--- src/rtl/div_arbiter.sv ---
// div_arbiter: shares one multi-cycle divider between NREQ requesters.
// Each requester owns an operand slot and a held quotient register. A
// round-robin FSM (IDLE -> ISSUE -> WAIT -> DELIVER) issues one division
// at a time. A zero divisor is answered locally with an all-ones quotient.
// A re-request from the requester in service marks the running division
// stale, so its result is dropped and the new operands are divided instead.
//
// Handshake: the request side and the divider side both use one-cycle pulses
// (req_start_i/req_done_o, div_start_o/div_done_i). There is no back-pressure.
// req_busy_o[i] reports that requester i is waiting or in service. div_done_i
// is only accepted in WAIT.
module div_arbiter #(
  parameter int NREQ = 4,
  parameter int W    = 32
) (
  input  logic                  clk,
  input  logic                  reset,
  input  logic [NREQ-1:0]       req_start_i,
  input  logic [NREQ*W-1:0]     req_divident_i,
  input  logic [NREQ*W-1:0]     req_divisor_i,
  output logic [NREQ*2*W-1:0]   req_quotient_o,
  output logic [NREQ-1:0]       req_done_o,
  output logic [NREQ-1:0]       req_busy_o,
  output logic [W-1:0]          div_divident_o,
  output logic [W-1:0]          div_divisor_o,
  output logic                  div_start_o,
  input  logic [2*W-1:0]        div_quotient_i,
  input  logic                  div_done_i,
  output logic [1:0]            state_o
);

  localparam int IW = (NREQ > 1) ? $clog2(NREQ) : 1;

  typedef enum logic [1:0] {
    S_IDLE    = 2'd0,
    S_ISSUE   = 2'd1,
    S_WAIT    = 2'd2,
    S_DELIVER = 2'd3
  } state_t;

  state_t               state_q, state_d;
  logic [NREQ-1:0]      pending_q, pending_d, pending_clr;
  logic                 stale_q, stale_d;
  logic [IW-1:0]        last_grant_q, last_grant_d;
  logic [IW-1:0]        grant_q, grant_d;
  logic                 div_start_q, div_start_d;
  logic [W-1:0]         div_a_q, div_a_d;
  logic [W-1:0]         div_b_q, div_b_d;
  logic [NREQ-1:0]      req_done_q, req_done_d;
  logic [NREQ*2*W-1:0]  req_quotient_q;
  logic [W-1:0]         slot_a_q [NREQ];
  logic [W-1:0]         slot_b_q [NREQ];

  logic                 q_load;
  logic [2*W-1:0]       q_val;
  logic                 found;
  logic [IW-1:0]        pick, cand;
  logic                 restart;

  // A new request from the requester currently in service.
  assign restart = req_start_i[grant_q];

  // Round-robin pick starting just after the last grant, then the FSM.
  always_comb begin
    state_d      = state_q;
    stale_d      = stale_q;
    last_grant_d = last_grant_q;
    grant_d      = grant_q;
    div_start_d  = 1'b0;
    div_a_d      = div_a_q;
    div_b_d      = div_b_q;
    req_done_d   = '0;
    pending_clr  = '0;
    q_load       = 1'b0;
    q_val        = div_quotient_i;
    found        = 1'b0;
    pick         = last_grant_q;
    cand         = '0;

    for (int off = 1; off <= NREQ; off++) begin
      cand = IW'((int'(last_grant_q) + off) % NREQ);
      if (!found && pending_q[cand]) begin
        found = 1'b1;
        pick  = cand;
      end
    end

    case (state_q)
      S_IDLE: begin
        if (found) begin
          grant_d           = pick;
          last_grant_d      = pick;
          pending_clr[pick] = 1'b1;
          if (slot_b_q[pick] == '0) begin
            // Division by zero never reaches the divider.
            q_load           = 1'b1;
            q_val            = '1;
            req_done_d[pick] = 1'b1;
            state_d          = S_DELIVER;
          end else begin
            div_a_d     = slot_a_q[pick];
            div_b_d     = slot_b_q[pick];
            div_start_d = 1'b1;
            state_d     = S_ISSUE;
          end
        end
      end
      S_ISSUE: begin
        if (restart) stale_d = 1'b1;
        state_d = S_WAIT;
      end
      S_WAIT: begin
        if (div_done_i) begin
          if (stale_q || restart) begin
            stale_d = 1'b0;
            state_d = S_IDLE;
          end else begin
            q_load              = 1'b1;
            req_done_d[grant_q] = 1'b1;
            state_d             = S_DELIVER;
          end
        end else if (restart) begin
          stale_d = 1'b1;
        end
      end
      default: begin
        state_d = S_IDLE;
      end
    endcase

    pending_d = (pending_q & ~pending_clr) | req_start_i;
  end

  // State, slot capture and result registers.
  always_ff @(posedge clk) begin
    if (reset) begin
      state_q        <= S_IDLE;
      pending_q      <= '0;
      stale_q        <= 1'b0;
      last_grant_q   <= IW'(NREQ - 1);
      grant_q        <= '0;
      div_start_q    <= 1'b0;
      div_a_q        <= '0;
      div_b_q        <= '0;
      req_done_q     <= '0;
      req_quotient_q <= '0;
      for (int i = 0; i < NREQ; i++) begin
        slot_a_q[i] <= '0;
        slot_b_q[i] <= '0;
      end
    end else begin
      state_q      <= state_d;
      pending_q    <= pending_d;
      stale_q      <= stale_d;
      last_grant_q <= last_grant_d;
      grant_q      <= grant_d;
      div_start_q  <= div_start_d;
      div_a_q      <= div_a_d;
      div_b_q      <= div_b_d;
      req_done_q   <= req_done_d;
      if (q_load) req_quotient_q[int'(grant_d)*2*W +: 2*W] <= q_val;
      for (int i = 0; i < NREQ; i++) begin
        if (req_start_i[i]) begin
          slot_a_q[i] <= req_divident_i[i*W +: W];
          slot_b_q[i] <= req_divisor_i[i*W +: W];
        end
      end
    end
  end

  assign req_quotient_o = req_quotient_q;
  assign req_done_o     = req_done_q;
  assign req_busy_o     = pending_q |
                          ((state_q != S_IDLE) ? ({{(NREQ-1){1'b0}}, 1'b1} << grant_q) : '0);
  assign div_divident_o = div_a_q;
  assign div_divisor_o  = div_b_q;
  assign div_start_o    = div_start_q;
  assign state_o        = state_q;

endmodule

--- config.mk ---
export PLATFORM = sky130hd
export DESIGN_NAME = div_arbiter
export DESIGN_NICKNAME = d
export VERILOG_FILES = /design/src/rtl/div_arbiter.sv
export SDC_FILE = /design/constraint.sdc
export NUM_CORES = 1
export LEC_CHECK = 0
export ABC_AREA = 1
export CORE_AREA = 2 2 253 255
export DETAILED_ROUTE_END_ITERATION = 16
export DIE_AREA = 0 0 255 257
export HOLD_SLACK_MARGIN = 0.05
export PLACE_DENSITY = 0.69
export SLEW_MARGIN = 10
export SYNTH_ARGS = -nofsm -noshare
export SYNTH_HDL_FRONTEND = slang
export SYNTH_SLANG_ARGS = --single-unit
--- constraint.sdc ---
create_clock -name clk -period 4.19 [get_ports clk]
set_input_delay 0.838 -clock clk [delete_from_list [all_inputs] [get_ports clk]]
set_output_delay 0.838 -clock clk [all_outputs]
set_load 0.005 [all_outputs]
==> run metrics <==
register area=between 0.01 and 0.015 mm^2; Worst EP required=approximately 4700 ps; worst slew pin tran=1030 ps; final worst hold slack=~480 ps; CTS tree=done; top post-synthesis cells by area=edfxtp_1 30%, dfxtp_1 26%, nor2_1 12%, nand2_1 7.6%, inv_1 5.0%; Initial Util=0.4140; routed vias=between 20000 and 25000; setup violators final=0; FILL cells=between 5000 and 6000; I/O pin count=about 660; critical path fanouts, max=32; critical path startpoint category=flop; vias in the first global route=between 20000 and 25000; Starting DRT DRC Count=about 2300; Post-Synthesis Net Count=3529; EDFF count, synth=about 260; top-count cell post-synth=nor2_1; Synth Instances=3194; largest family of logic cells by synthesized area=simple AND/OR/NAND/NOR gates; port bufs=between 600 and 700; leading area contributor after synthesis=edfxtp_1; first-pass GRT wire length=approximately 140000 um; fraction of registers with async set/reset=0; die width=roughly 260 um; Crit path largest cell delay=410 ps; CP bufs+invs=5; First-pass DRT Iterations=7; GRT Residual Overflow=0; Crit Path Class=reg -> reg; Yosys top cell area share=0.2960; Worst path most repeated cell=nand2_1; Max H-tree Level=2; FP Rows=92; mean area per synthesized cell=roughly 8 um^2; clock net sink count=about 600; setup TNS=0 ps; CP arrival=between 4000 and 5000 ps; Post-Synth Adder-Cell Area=0.003854; share of layout cells above drive strength 1=0.05300; xor/xnor share of the synthesized area=0; CP delay by family, top=simple AND/OR/NAND/NOR gates; DP HPWL=between 60000 and 70000 um; setup repair after global routing missed its margin=no; Max Clock Freq=roughly 260 MHz; Net count, final=just over 4000; leakage power=15.02 nW; multi-input combinational cell area=about 0.0094 mm^2; Final Cycle Share=0.9267; worst min path class=reg -> reg; clock transition at the registers of the reported paths=about 60 ps; YS warnings=0; largest net degree at the start of global routing=between 100 and 150; Clock Tree Buf Depth=3; # DRC=0; synthesized cell area=0.02597 mm^2; Core Region=between 0.06 and 0.07 mm^2; Cell variety after synth=33; CTS Buf Count=slightly above 60; power per cell area=roughly 640 mW/mm^2; mux cell area share after synthesis=0; Max-cap violations=0; GPL Wtd Cong=approximately 0.91; Main synth FF type=dfxtp_1; wire length per cell=just over 20 um; register area share after synthesis=0.5549; top cells by count, synth=806 x nor2_1, 527 x nand2_1, 346 x inv_1; post-layout min period=~3900 ps; WL final=between 90000 and 100000 um; register bit total from synthesis=592; worst vdd ir=approximately 1.5 mV; Slew headroom=0.3134; Slew Limit Fails=0; clock root buffer master=clkbuf_16; antenna violations before repair=14; Compound-Gate Fraction of Synth Area=0.1035; final hold vios=0; clk_lat worst skew=between 600 and 700 ps; die span in y=around 260 um; Detail Route Antenna Nets=0; run status=finished clean; slowest cell on the critical path=dfxtp_4; synth-to-layout area growth=37.30%; GRT Total Usage=0.2783; die area=roughly 0.066 mm^2; CP endpoint kind=flop; post-DR vias/cell=slightly above 5; final setup skew=around 23 ps; post-synthesis simple-gate area fraction=0.2509
-- placed cells by master, fill, tap and decap left out, types with 6 or more instances in the layout --
cell type / instances
a21boi_0: 128
a21oi_1: 77
a22oi_1: 33
a31oi_1: 33
buf_12: 19
buf_4: 37
clkbuf_1: 12
clkbuf_16: 70
clkbuf_8: 10
clkdlybuf4s50_1: 656
clkinv_2: 14
dfxtp_1: 335
diode_2: 12
edfxtp_1: 256
ha_1: 6
inv_1: 343
nand2_1: 519
nand2_2: 13
nand3_1: 171
nand4_1: 33
nor2_1: 798
nor3_1: 65
o211a_1: 32
o21ai_0: 102
-- sequential cells by signal (all words and copies together), names as in the netlist --
name	cells
div_divident_o	32
div_start_o	1
state_o	2
stale_q	1
req_quotient_o	256
req_done_o	4
grant_q	2
slot_a_q	128
slot_b_q	128
last_grant_q	2
pending_q	4
div_divisor_o	32
-- power breakdown --
group | leakage, nW | internal [W] | switching (W)
Sequential | 5.48 | 0.00661 | 0.000350
Combinational | 8.53 | 0.00308 | 0.00717
Clock | 1.02 | 0.00320 | 0.00233
Total | 15.0 | 0.0129 | 0.00985
-- logic make-up after synthesis --
logic type	Yosys count
buffers and inverters	567
AND/OR/NAND/NOR	1615
adder cells (fa/ha/maj)	8
flip-flops	592
AO/OA/AOI/OAI	412
-- repair_timing --
| item | 4_1_cts | 5_1_grt |
|---|---|---|
| pin swaps | 0 | 3 |
| setup buffers | 0 | 2 |
| gates cloned | 0 | 8 |
| endpoints found under the setup margin | 1 | 290 |
| gates resized for setup | 1 | 19 |
| hold buffers | 0 | 0 |
-- stage by stage --
step	util	instances	setup WS (ps)	total power, W	area, um^2
CTS	0.5644	4647	3.361	0.02257	35410
floorplan	-	3194	788.0	0.01294	25970
detailed placement	0.5319	4535	23.93	0.01705	33370
global placement	0.5319	4535	78.61	0.01698	33370
global route	0.5684	4668	0.4845	0.02392	35660
finish	0.5685	4669	306.9	0.02274	35660
-- worst reg2reg max path, cell delays in order (launching register included) --
cell	delay [ps]
dfxtp_4	410
inv_2	110
nand2_1	80
nand2_1	80
nand2_1	90
nand2_1	120
nand2_2	110
nand2_1	70
nand2_2	70
nand2_2	150
buf_12	220
nand2_1	120
nand2_1	90
nand2_1	110
nand2_1	120
nor2_1	100
nand2_1	90
nor2_1	110
nand2_1	90
nor2_4	180
nand2_8	160
buf_16	230
a21boi_4	210
buf_12	150
buf_12	230
nand2_1	80
o21ai_0	90
nor2_1	60
-- path summary, 6_finish.rpt --
kind	cells after the start	to	slack (ps)	startpoint
max	27	req_quotient_o[182]$_SDFFE_PP0P_	310	last_grant_q[0]$_SDFFE_PP1P_
min	2	stale_q$_SDFFE_PP0P_	480	stale_q$_SDFFE_PP0P_
max reg2reg	27	req_quotient_o[182]$_SDFFE_PP0P_	310	last_grant_q[0]$_SDFFE_PP1P_
min reg2reg	2	stale_q$_SDFFE_PP0P_	480	stale_q$_SDFFE_PP0P_
-- routing by layer --
| metal | GRT usage | part of all wire | vias up |
|---|---|---|---|
| li1 | - | - | 11390 |
| met4 | 0.1295 | 0.048 | 4 |
| met2 | 0.4518 | 0.48 | 1144 |
| met5 | 0 | 0.00026 | - |
| met3 | 0.05654 | 0.087 | 221 |
| met1 | 0.3553 | 0.39 | 11340 |
-- final cells by class --
class	count	share of cell area
Clock buffer	88	0.05126
Sequential cell	592	0.4043
Timing Repair Buffer	720	0.2072
Antenna cell	12	0.0008420
Multi-Input combinational cell	2037	0.2639
Inverter	350	0.03705
Tap cell	846	0.02968
Clock inverter	24	0.005789
Note: power is estimated with default switching activity, not from simulation.
